--- src/rtl/gcn_argmax_stage.sv ---
// Sequential argmax stage: accepts one node row per handshake, scans one column per cycle,
// stores the winning class index per node. Define GCN_ARGMAX_SIGNED_EN for a signed compare.
module gcn_argmax_stage #(
    parameter int FEATURE_ROWS          = 6,
    parameter int WEIGHT_COLS           = 3,
    parameter int DOT_PROD_WIDTH        = 16,
    parameter int MAX_ADDRESS_WIDTH     = 2,
    parameter int COUNTER_FEATURE_WIDTH = $clog2(FEATURE_ROWS)
) (
    input  logic                                                 clk,
    input  logic                                                 reset,
    input  logic                                                 start,
    input  logic                                                 row_valid,
    input  logic [0:WEIGHT_COLS-1][DOT_PROD_WIDTH-1:0]           row_data,
    output logic                                                 row_ready,
    output logic [COUNTER_FEATURE_WIDTH-1:0]                     row_index,
    output logic                                                 busy,
    output logic                                                 done_argmax,
    output logic [0:FEATURE_ROWS-1][MAX_ADDRESS_WIDTH-1:0]       max_addi_answer,
    output logic [2:0]                                           state_dbg
);

    localparam int COL_W = (WEIGHT_COLS > 1) ? $clog2(WEIGHT_COLS) : 1;
    localparam logic [COL_W-1:0] LAST_COL = COL_W'(WEIGHT_COLS - 1);
    localparam logic [COUNTER_FEATURE_WIDTH-1:0] LAST_ROW = COUNTER_FEATURE_WIDTH'(FEATURE_ROWS - 1);

    typedef enum logic [2:0] {
        IDLE  = 3'd0,
        LOAD  = 3'd1,
        SCAN  = 3'd2,
        WRITE = 3'd3,
        DONE  = 3'd4
    } state_t;

    // Handshake: a row transfers on a rising edge where row_valid && row_ready are both high;
    // the producer holds row_valid and row_data stable until then.

    state_t                                     state, next_state;
    logic                                       start_q;
    logic                                       start_pulse;
    logic [0:WEIGHT_COLS-1][DOT_PROD_WIDTH-1:0] captured;
    logic [DOT_PROD_WIDTH-1:0]                  best_val;
    logic [DOT_PROD_WIDTH-1:0]                  cand_val;
    logic [MAX_ADDRESS_WIDTH-1:0]               best_idx;
    logic [COL_W-1:0]                           col_ptr;
    logic                                       is_greater;

    assign start_pulse = start & ~start_q;
    assign cand_val    = captured[col_ptr];

`ifdef GCN_ARGMAX_SIGNED_EN
    assign is_greater = $signed(cand_val) > $signed(best_val);
`else
    assign is_greater = cand_val > best_val;
`endif

    always_ff @(posedge clk or negedge reset) begin
        if (!reset) begin
            state <= IDLE;
        end else begin
            state <= next_state;
        end
    end

    always_comb begin
        next_state  = state;
        row_ready   = 1'b0;
        busy        = 1'b0;
        done_argmax = 1'b0;
        case (state)
            IDLE: begin
                if (start_pulse) next_state = LOAD;
            end
            LOAD: begin
                row_ready = 1'b1;
                busy      = 1'b1;
                if (row_valid) next_state = (WEIGHT_COLS == 1) ? WRITE : SCAN;
            end
            SCAN: begin
                busy = 1'b1;
                if (col_ptr == LAST_COL) next_state = WRITE;
            end
            WRITE: begin
                busy       = 1'b1;
                next_state = (row_index == LAST_ROW) ? DONE : LOAD;
            end
            DONE: begin
                done_argmax = 1'b1;
                if (start_pulse) next_state = LOAD;
            end
            default: next_state = IDLE;
        endcase
    end

    assign state_dbg = state;

    // start_q resets high so a start held through reset release is not seen as an edge.
    always_ff @(posedge clk or negedge reset) begin
        if (!reset) begin
            start_q         <= 1'b1;
            captured        <= '0;
            best_val        <= '0;
            best_idx        <= '0;
            col_ptr         <= '0;
            row_index       <= '0;
            max_addi_answer <= '0;
        end else begin
            start_q <= start;
            case (state)
                IDLE, DONE: begin
                    if (start_pulse) begin
                        max_addi_answer <= '0;
                        row_index       <= '0;
                    end
                end
                LOAD: begin
                    if (row_valid) begin
                        captured <= row_data;
                        best_val <= row_data[0];
                        best_idx <= '0;
                        col_ptr  <= COL_W'(1);
                    end
                end
                SCAN: begin
                    if (is_greater) begin
                        best_val <= cand_val;
                        best_idx <= MAX_ADDRESS_WIDTH'(col_ptr);
                    end
                    col_ptr <= col_ptr + COL_W'(1);
                end
                WRITE: begin
                    max_addi_answer[row_index] <= best_idx;
                    if (row_index != LAST_ROW) row_index <= row_index + COUNTER_FEATURE_WIDTH'(1);
                end
                default: ;
            endcase
        end
    end

endmodule

--- config.mk ---
export PLATFORM = sky130hd
export DESIGN_NAME = gcn_argmax_stage
export DESIGN_NICKNAME = d
export VERILOG_FILES = /design/src/rtl/gcn_argmax_stage.sv
export SDC_FILE = /design/constraint.sdc
export NUM_CORES = 1
export LEC_CHECK = 0
export ABC_AREA = 1
export CELL_PAD_IN_SITES_DETAIL_PLACEMENT = 1
export CELL_PAD_IN_SITES_GLOBAL_PLACEMENT = 1
export CORE_MARGIN = 2
export CORE_UTILIZATION = 42
export CTS_CLUSTER_SIZE = 40
export DETAILED_ROUTE_END_ITERATION = 12
export GPL_TIMING_DRIVEN = 0
export PLACE_DENSITY_LB_ADDON = 0.1
export SYNTH_ARGS = -nofsm -noshare
export SYNTH_HDL_FRONTEND = slang
export SYNTH_SLANG_ARGS = --single-unit
--- constraint.sdc ---
create_clock -name clk -period 3.6 [get_ports clk]
set_input_delay 0.36 -clock clk [delete_from_list [all_inputs] [get_ports clk]]
set_output_delay 0.36 -clock clk [all_outputs]
set_load 0.02 [all_outputs]
==> run metrics <==
status=finished clean; peak supply drop=0.3291 mV; IO Count=73; hold_sp=captured[19]; required time of the worst setup path=3.85 ns; Pwr Density=814.7 mW/mm^2; reg-to-reg slack, setup=0.65 ns; CTS Hold Bufs=1; vias per inst=5.068; most common cell in the netlist=nand2_1; grt ovf=0; synthesized flop and latch total=87; yosys warns=0; Power Total=0.004531 W; CTS Buf Count=9; syn nets=644; CP cell instances=buf_2, nor2_2, buf_2, nand2_1, o21ai_1, ha_1, a21oi_1, o21ai_0, a21oi_1, nand2_1, nand2_4, nand2_4, buf_6, nand2_1, nand2_1; Total GRT Usage=24.15%; Max-cap violations=0; Distinct cells, synth=28; Reg power frac=35.0%; CTS H-tree lvls=3; Worst-path clk slew=0.09 ns; mapped cell area=0.004429 mm^2; number of synthesized flops with an enable pin=0; clk sinks=87; setup_tns=0 ns; Cell Int Power=0.002546 W; Post-CTS Resized=0; Hold Crit Class=register to register; biggest area consumer among synthesized cells=dfrtp_1; initial core utilization=43.10%; share of cells above drive strength 1=7.089%; area of the die=0.01138 mm^2; Initial DRT Pass Iterations=5; top cells by count, synth=nand2_1 (219), dfrtp_1 (86), o21ai_0 (57); global-route wire length before repair=21.42 mm; Async S/R FF share, synth=100.0%; fillers=1323; Placed Cells=782; RSZ-0062 raised after global routing=false; Synth top area share=48.59%; row count=37; Final Max Slew Viols=0; highest clock rate=0.3395 GHz; crit end category=register; Post-Layout Cell Count=799; dpl hpwl=9.831 mm; largest net degree at the start of global routing=48; antenna violations before repair=0; slowest stage delay, CP=0.36 ns; clock insertion delay at the later pin of the skew report=0.37 ns; Mapped Cells=573; reg-to-reg startpoint=col_ptr[0]; Top cell by count, worst path=nand2_1; critical path launch point=col_ptr[0]; TritonCTS clock tree=yes; vias in the first global route=4342; critical setup path kind=register to register; worst-margin pin slew=0.5762 ns; Die X=106.7 um; Core ar.=0.01028 mm^2; Finish-stage setup viols=0; # diodes=0; 1st-iter DRT viols=185; Antenna Violating Nets Remaining=0; routability cong.=0.7591; top_reg_cell synth=dfrtp_1; CP Data Arrival Time=3.20 ns; Comb pwr share=48.6%; final period demand of the worst path=2.945 ns; via count=4049; die height=106.7 um; input/output buffers=72; drt total wl=12.56 mm; final net count=729; drc violations=0; Crit-path slowest cell=dfrtp_1; Root Driver=clkbuf_8; syn_area_per_cell=7.730 um^2; clock network power share=16.4%; sw frac=43.82%; NetSw=0.001986 W; post-CTS setup buffers=0; Final Hold Viols=0; largest cells by area after synthesis=dfrtp_1 (49%), nand2_1 (19%), o21ai_0 (6.4%); Final Skew=0.01192 ns; Area Overhead vs Synth=25.56%; Max Root-Sink Buffers=2; crit-path max FO=10; Final Cycle Share=81.81%; worst slew margin relative to its limit=61.59%; Seq/Total Area, Yosys=49.18%; Startpoint Class=register; average wire per standard cell=15.71 um; Leak=2.763 nW
-- state kept, by name, summed over array words and instances, names as in the netlist --
| signal | cells |
|---|---|
| best_idx | 2 |
| best_val | 16 |
| captured | 48 |
| col_ptr | 2 |
| max_addi_answer | 12 |
| row_index | 3 |
| start_q | 1 |
| state_dbg | 3 |
-- power by group through the flow --
stage          Clock, W  Sequential (W)  Combinational [W]
6_report       0.000743         0.00159            0.00220
5_1_grt        0.000798         0.00164            0.00254
4_1_cts        0.000757         0.00159            0.00223
3_5_place_dp          0         0.00160            0.00221
3_3_place_gp          0         0.00158            0.00209
2_1_floorplan         0         0.00157            0.00149
-- final timing paths --
path                                        to  depth (start not counted)
max                               best_val[13]                         15
min                               captured[19]                          2
max reg2reg                       best_val[13]                         15
min reg2reg                       captured[19]                          2
max in group asynchronous         captured[31]                          3
min in group asynchronous  max_addi_answer[10]                          2
-- metrics by stage --
stage | setup WS, ns | hold slack [ns] | util (%) | instance area (um^2)
floorplan | 1.343 | 0.06441 | - | 4429
global placement | -1.095 | 0.4550 | 51.77 | 5320
detailed placement | 0.6772 | 0.3892 | 52.01 | 5345
CTS | 0.6559 | 0.4727 | 54.11 | 5562
global route | 0.3618 | 0.4711 | 54.11 | 5562
finish | 0.6549 | 0.4778 | 54.11 | 5562
-- area by class of cell --
cell class	count	area, um^2	share of cell area, %
buffer	22	108.9	1.957
multi-input combinational	404	1917	34.47
tap	136	170.2	3.060
inverter	60	225.2	4.049
clock buffer	11	131.4	2.362
sequential	87	2178	39.17
timing repair buffer	74	755.7	13.59
clock inverter	5	75.07	1.350
-- cell families (layout without fill, tap and decap cells) --
| family | after synthesis | in the layout | share of synthesized area, % |
|---|---|---|---|
| xor gates and xnor gates | 1 | 1 | 0.1978 |
| AOI/OAI and AO/OA | 100 | 100 | 11.69 |
| adders and majority gates | 19 | 19 | 5.367 |
| DFF | 87 | 87 | 49.18 |
| buffers and inverters | 82 | 172 | 7.542 |
| and+or+nand+nor | 284 | 284 | 26.02 |
-- cells in the final DEF (no fill, tap or decap), types with 2 or more instances in the layout --
master             n
nor2_4             2
clkbuf_8           9
nor3_1             6
clkbuf_1           8
inv_2              6
clkdlybuf4s50_1   71
dfrtp_1           86
bufinv_16          2
nand2_1          219
o21ai_1           29
o22ai_1            2
buf_2             15
clkinv_2           3
inv_1             53
o21ai_0           57
a21oi_1            8
nand3_1           20
nor2_1            31
nand2_4            2
ha_1              19
-- routing by layer --
layer | GRT usage, % | vias to the layer above | routed length (um)
met1 | 32.29 | 1977 | 5715
met5 | 0 | - | 0
met3 | 2.857 | 13 | 455
met4 | 8.442 | 0 | 178
met2 | 40.67 | 85 | 6206
li1 | - | 1974 | -
-- critical path, delay by kind of cell, from the launching register on --
family / cells / cell delay, ns
DFF: 1 / 0.36
adders and majority gates: 1 / 0.29
AOI/OAI and AO/OA: 4 / 0.60
and+or+nand+nor: 7 / 0.93
buffers and inverters: 3 / 0.64
(Power assumes the default switching activity.)
